## config.mk

```make
export PLATFORM = sky130hd
export DESIGN_NAME = instruction_decode_queue
export DESIGN_NICKNAME = d
export VERILOG_FILES = /design/src/rtl/instruction_decode_queue.sv
export SDC_FILE = /design/constraint.sdc
export NUM_CORES = 1
export LEC_CHECK = 0
export ABC_AREA = 1
export CORE_MARGIN = 2
export CORE_UTILIZATION = 60
export DETAILED_ROUTE_END_ITERATION = 16
export GPL_TIMING_DRIVEN = 0
export PLACE_DENSITY = 0.84
export SYNTH_ARGS = -nofsm -noshare
export SYNTH_HDL_FRONTEND = slang
export SYNTH_SLANG_ARGS = --single-unit
```

## constraint.sdc

```tcl
create_clock -name clk -period 8.68 [get_ports clk]
set_input_delay 1.736 -clock clk [delete_from_list [all_inputs] [get_ports clk]]
set_output_delay 1.736 -clock clk [all_outputs]
set_load 0.05 [all_outputs]
```

## src/rtl/instruction_decode_queue.sv

```systemverilog
// instruction_decode_queue: DEPTH-entry fetch FIFO feeding a registered
// RV32I -> microcode-address decode stage with valid/ready handshakes.
// Optional feature macro: DECODE_ILLEGAL_TRAP_EN (flag unrecognised opcodes
// on out_illegal instead of silently decoding them to nop).
module instruction_decode_queue #(
    parameter int DEPTH   = 4,
    parameter int XLEN    = 32,
    parameter int UADDR_W = 6
) (
    input  logic                       clk,
    input  logic                       rst,
    input  logic                       clk_enable,
    input  logic                       flush,
    input  logic                       in_valid,
    output logic                       in_ready,
    input  logic [31:0]                in_instruction,
    input  logic [XLEN-1:0]            in_pc,
    output logic                       out_valid,
    input  logic                       out_ready,
    output logic [UADDR_W-1:0]         out_uaddr,
    output logic [24:0]                out_data,
    output logic [XLEN-1:0]            out_pc,
    output logic                       out_illegal,
    output logic [$clog2(DEPTH):0]     count
);

    localparam int PTR_W = $clog2(DEPTH);
    localparam int CNT_W = PTR_W + 1;

    // Opcode/funct3 to 6-bit microcode address; unknown opcodes map to nop.
    function automatic logic [5:0] decode_uaddr(input logic [31:0] ins);
        logic [2:0] f3;
        f3 = ins[14:12];
        case (ins[6:0])
            7'b0110111: decode_uaddr = 6'h01;
            7'b0010111: decode_uaddr = 6'h02;
            7'b1101111: decode_uaddr = 6'h03;
            7'b1100111: decode_uaddr = 6'h04;
            7'b1100011: decode_uaddr = {3'b001, f3};
            7'b0000011: decode_uaddr = {3'b010, f3};
            7'b0100011: decode_uaddr = {3'b011, f3};
            // Only SRAI (f3=101) uses bit 30 as an opcode modifier.
            7'b0010011: decode_uaddr = {1'b1, ins[30] & (f3 == 3'b101), 1'b0, f3};
            7'b0110011: decode_uaddr = {1'b1, ins[30], 1'b1, f3};
            default:    decode_uaddr = 6'h00;
        endcase
    endfunction

`ifdef DECODE_ILLEGAL_TRAP_EN
    // True for every opcode the decoder recognises.
    function automatic logic decode_known(input logic [6:0] op);
        case (op)
            7'b0110111, 7'b0010111, 7'b1101111, 7'b1100111,
            7'b1100011, 7'b0000011, 7'b0100011, 7'b0010011,
            7'b0110011: decode_known = 1'b1;
            default:    decode_known = 1'b0;
        endcase
    endfunction
`endif

    logic [31:0]        instr_mem_q [DEPTH];
    logic [31:0]        instr_mem_d [DEPTH];
    logic [XLEN-1:0]    pc_mem_q    [DEPTH];
    logic [XLEN-1:0]    pc_mem_d    [DEPTH];

    logic [PTR_W-1:0]   wr_ptr_q, wr_ptr_d;
    logic [PTR_W-1:0]   rd_ptr_q, rd_ptr_d;
    logic [CNT_W-1:0]   count_q, count_d;

    logic               out_valid_q, out_valid_d;
    logic [UADDR_W-1:0] out_uaddr_q, out_uaddr_d;
    logic [24:0]        out_data_q, out_data_d;
    logic [XLEN-1:0]    out_pc_q, out_pc_d;

    logic               push, pop;
    logic [31:0]        head_instr;

    assign in_ready   = (count_q < CNT_W'(DEPTH));
    assign head_instr = instr_mem_q[rd_ptr_q];

    // Handshake qualification; flush and stall gating happen in next-state logic.
    always_comb begin
        push = clk_enable & in_valid & in_ready;
        pop  = clk_enable & (count_q != '0) & (~out_valid_q | out_ready);
    end

    // FIFO pointers, occupancy and output stage next state.
    always_comb begin
        wr_ptr_d    = wr_ptr_q;
        rd_ptr_d    = rd_ptr_q;
        count_d     = count_q;
        out_valid_d = out_valid_q;
        out_uaddr_d = out_uaddr_q;
        out_data_d  = out_data_q;
        out_pc_d    = out_pc_q;
        if (clk_enable) begin
            if (flush) begin
                // Output fields keep their last value; only valid is cleared.
                wr_ptr_d    = '0;
                rd_ptr_d    = '0;
                count_d     = '0;
                out_valid_d = 1'b0;
            end else begin
                if (push) wr_ptr_d = wr_ptr_q + PTR_W'(1);
                if (pop) begin
                    rd_ptr_d    = rd_ptr_q + PTR_W'(1);
                    out_valid_d = 1'b1;
                    out_uaddr_d = UADDR_W'(decode_uaddr(head_instr));
                    out_data_d  = head_instr[31:7];
                    out_pc_d    = pc_mem_q[rd_ptr_q];
                end else if (out_valid_q & out_ready) begin
                    out_valid_d = 1'b0;
                end
                case ({push, pop})
                    2'b10:   count_d = count_q + CNT_W'(1);
                    2'b01:   count_d = count_q - CNT_W'(1);
                    default: count_d = count_q;
                endcase
            end
        end
    end

    // Storage write on an accepted push that is not overridden by flush.
    always_comb begin
        instr_mem_d = instr_mem_q;
        pc_mem_d    = pc_mem_q;
        if (push & ~flush) begin
            instr_mem_d[wr_ptr_q] = in_instruction;
            pc_mem_d[wr_ptr_q]    = in_pc;
        end
    end

    // FIFO payload storage; contents are don't-care until written.
    always_ff @(posedge clk) begin
        instr_mem_q <= instr_mem_d;
        pc_mem_q    <= pc_mem_d;
    end

    // Control and output-stage registers; reset beats clk_enable.
    always_ff @(posedge clk) begin
        if (rst) begin
            wr_ptr_q    <= '0;
            rd_ptr_q    <= '0;
            count_q     <= '0;
            out_valid_q <= 1'b0;
            out_uaddr_q <= '0;
            out_data_q  <= '0;
            out_pc_q    <= '0;
        end else begin
            wr_ptr_q    <= wr_ptr_d;
            rd_ptr_q    <= rd_ptr_d;
            count_q     <= count_d;
            out_valid_q <= out_valid_d;
            out_uaddr_q <= out_uaddr_d;
            out_data_q  <= out_data_d;
            out_pc_q    <= out_pc_d;
        end
    end

`ifdef DECODE_ILLEGAL_TRAP_EN
    logic out_illegal_q, out_illegal_d;

    // Illegal flag travels with the decoded entry through the output stage.
    always_comb begin
        out_illegal_d = out_illegal_q;
        if (clk_enable & ~flush & pop) out_illegal_d = ~decode_known(head_instr[6:0]);
    end

    // Illegal flag register.
    always_ff @(posedge clk) begin
        if (rst) out_illegal_q <= 1'b0;
        else     out_illegal_q <= out_illegal_d;
    end

    assign out_illegal = out_illegal_q;
`else
    assign out_illegal = 1'b0;
`endif

    assign out_valid = out_valid_q;
    assign out_uaddr = out_uaddr_q;
    assign out_data  = out_data_q;
    assign out_pc    = out_pc_q;
    assign count     = count_q;

endmodule

```

==> metrics.txt <==
P_int=2.61 mW; Longest Clk Path Bufs=3; CTS Hold Buffers Added=0; vias after detailed routing=between 8000 and 9000; Pre-antenna DRT Iters=5; Syn Nets=~1100; number of global-route vias before repair=8825; Site Rows=52; placed insts=1454; residual DRC count=0; max_cap viols=0; total global routing overflow=0; Syn Std Cell Area=approximately 12000 um^2; Distinct cells, synth=31; Mean Syn Cell Area=12.0 um^2; leakage power=5.52 nW; Post-Place Setup Slack=4.27 ns; postcts setup bufs=0; Slew Limit Fails=0; fin nets=between 1000 and 1500; Syn. warnings=0; die area=about 22000 um^2; PD cells=216 nW/um^2; most frequent cells in the layout=edfxtp_1, nor2_1, o21ai_0; port buffer count=136; drt wl/cell=~20 um; TritonCTS clock tree=yes; core outline area=20300 um^2; pin count of the biggest net entering global routing=30; share of cells above drive strength 1=0.0966; Crit Path Max Fanout=26; Die W=about 150 um; worst vdd ir=0.000191 V; Comb power frac=0.062; antenna violations before repair=1; final setup violation count=0; antenna cells=0; Switching Fraction=0.216; CTS resizes=0; cts bufs inserted=31; Area Growth Syn to Fin=23.8%; DP Wirelength=18500 um; Rel. slew slack=0.587; worst slew pin tran=0.619 ns; Via density=5.87; Setup Skew=0.0166 ns; gr usage total=0.267; Post-Syn Instances=1040; clk sinks=327; unrepaired setup endpoints after global routing=false; Final WS setup=between 4 and 5 ns; sequential area share after synthesis=0.732; critical path type=in2reg; TNS Setup=0 ns; startpoint types=input port; Post-DRT Antenna Nets=0; clock-pin slew on the worst setup and hold paths=0.06 ns; clock period minus worst slack=about 3.9 ns; Root Driver=clkbuf_16; Worst setup EP type=flip-flop; final period utilization=0.445; WP data arrival=4.13 ns; Clock power frac=0.422; Initial DRC Count=between 800 and 900; Starting Density=0.613; GP Congestion=0.843; I/O pin total=139; clock latency at the later pin of the worst-skew pair=0.57 ns; H-tree Lvls=1; post-synthesis register bit count=327; Final Hold Viols=0; Sequential Power Share=0.516; Die Y=148 um; hold crit path type=reg2reg; fmax=0.259 GHz; first-pass GRT wire length=roughly 45000 um; Switch Pwr=721 uW; CP Data Required Time=about 9.0 ns; fin cells=1512; status=finished, final reports clean; commonest non-fill, non-tap cell in the layout=edfxtp_1; overall routed net length=just under 30000 um; fill count=1216
==> metal layers <==
layer  global-route usage  share of wire
met3               0.0463          0.092
met5                    0              0
met1                0.341           0.37
met4                0.108          0.028
met2                0.457           0.51
==> power by group through the flow <==
stage / sequential (mW) / clock, mW / combinational, mW
after floorplan: 1.79 / 0 / 0.0717
after global routing: 1.72 / 1.48 / 0.218
after detailed placement: 1.75 / 0 / 0.202
after global placement: 1.75 / 0 / 0.192
after CTS: 1.72 / 1.42 / 0.204
final: 1.72 / 1.41 / 0.206
==> Yosys cell counts <==
cell	n	area share
edfxtp_1	256	0.62
nor2_1	229	0.069
o21ai_0	151	0.061
nand2_1	88	0.027
dfxtp_1	71	0.11
o22ai_1	54	0.027
inv_1	33	0.010
clkbuf_1	30	0.0091
nand3_1	27	0.011
o21ai_1	19	0.0076
buf_2	17	0.0068
a21oi_1	12	0.0048
buf_4	10	0.0060
nand2_2	9	0.0045
nand3_2	5	0.0040
ha_1	4	0.0040
inv_2	4	0.0012
a21oi_2	3	0.0021
nor2_2	3	0.0015
buf_1	2	0.00060
buf_6	2	0.0018
o2111ai_1	2	0.0014
a211oi_1	1	0.00060
a31oi_1	1	0.00050
buf_12	1	0.0016
conb_1	1	0.00030
fa_1	1	0.0016
nand2_4	1	0.00091
nand4_1	1	0.00050
nor2_4	1	0.00091
o211ai_1	1	0.00060
==> metrics by stage <==
step | cell area (um^2) | utilization | total power, mW | hold WS, ns
finish | 15400 | 0.759 | 3.33 | 0.474
global placement | 14100 | 0.696 | 1.95 | 0.456
global route | 15400 | 0.759 | 3.42 | 0.491
detailed placement | 14300 | 0.706 | 1.95 | 0.470
floorplan | 12400 | - | 1.86 | 0.476
CTS | 15400 | 0.759 | 3.34 | 0.480
==> path summary, 6_finish.rpt <==
kind | cells past startpoint | start | end | slack, ns
worst max-delay path | 9 | clk_enable | pc_mem_q[113] | 4.81
worst min-delay path | 2 | out_uaddr[3] | out_uaddr[3] | 0.47
worst max register to register | 7 | count[2] | pc_mem_q[113] | 6.31
worst min register to register | 2 | out_uaddr[3] | out_uaddr[3] | 0.47
==> state kept, by name, indices dropped and copies added (netlist names) <==
name / flops
instr_mem_q: 128
wr_ptr_q: 2
out_valid: 1
rd_ptr_q: 2
count: 3
out_pc: 32
out_data: 25
out_uaddr: 6
pc_mem_q: 128
==> worst max-delay path, cell delays in order <==
cell and delay (ns):
clkdlybuf4s50_1 0.60, nand2_1 0.08, nor2_1 0.20, inv_1 0.09
nor2_1 0.14, inv_1 0.20, nor2_4 0.54, buf_12 0.30
buf_12 0.23
==> logic make-up after synthesis <==
kind of cell | Yosys count | synth area share
flip-flops | 327 | 0.732
AO/OA/AOI/OAI | 244 | 0.106
buffers and inverters | 99 | 0.0371
other | 1 | 0.000302
adder cells (fa/ha/maj) | 5 | 0.00563
AND/OR/NAND/NOR | 364 | 0.119
==> layout make-up <==
class / instances / area (um^2) / share of cell area
Clock buffer: 39 / 826 / 0.0536
Multi-Input combinational cell: 614 / 2900 / 0.188
Tap cell: 270 / 338 / 0.0219
Sequential cell: 327 / 9110 / 0.591
Timing Repair Buffer: 144 / 1520 / 0.0988
Buffer: 62 / 323 / 0.0210
Clock inverter: 19 / 249 / 0.0162
Inverter: 37 / 139 / 0.00902
Power figures use the tool's default switching activity.
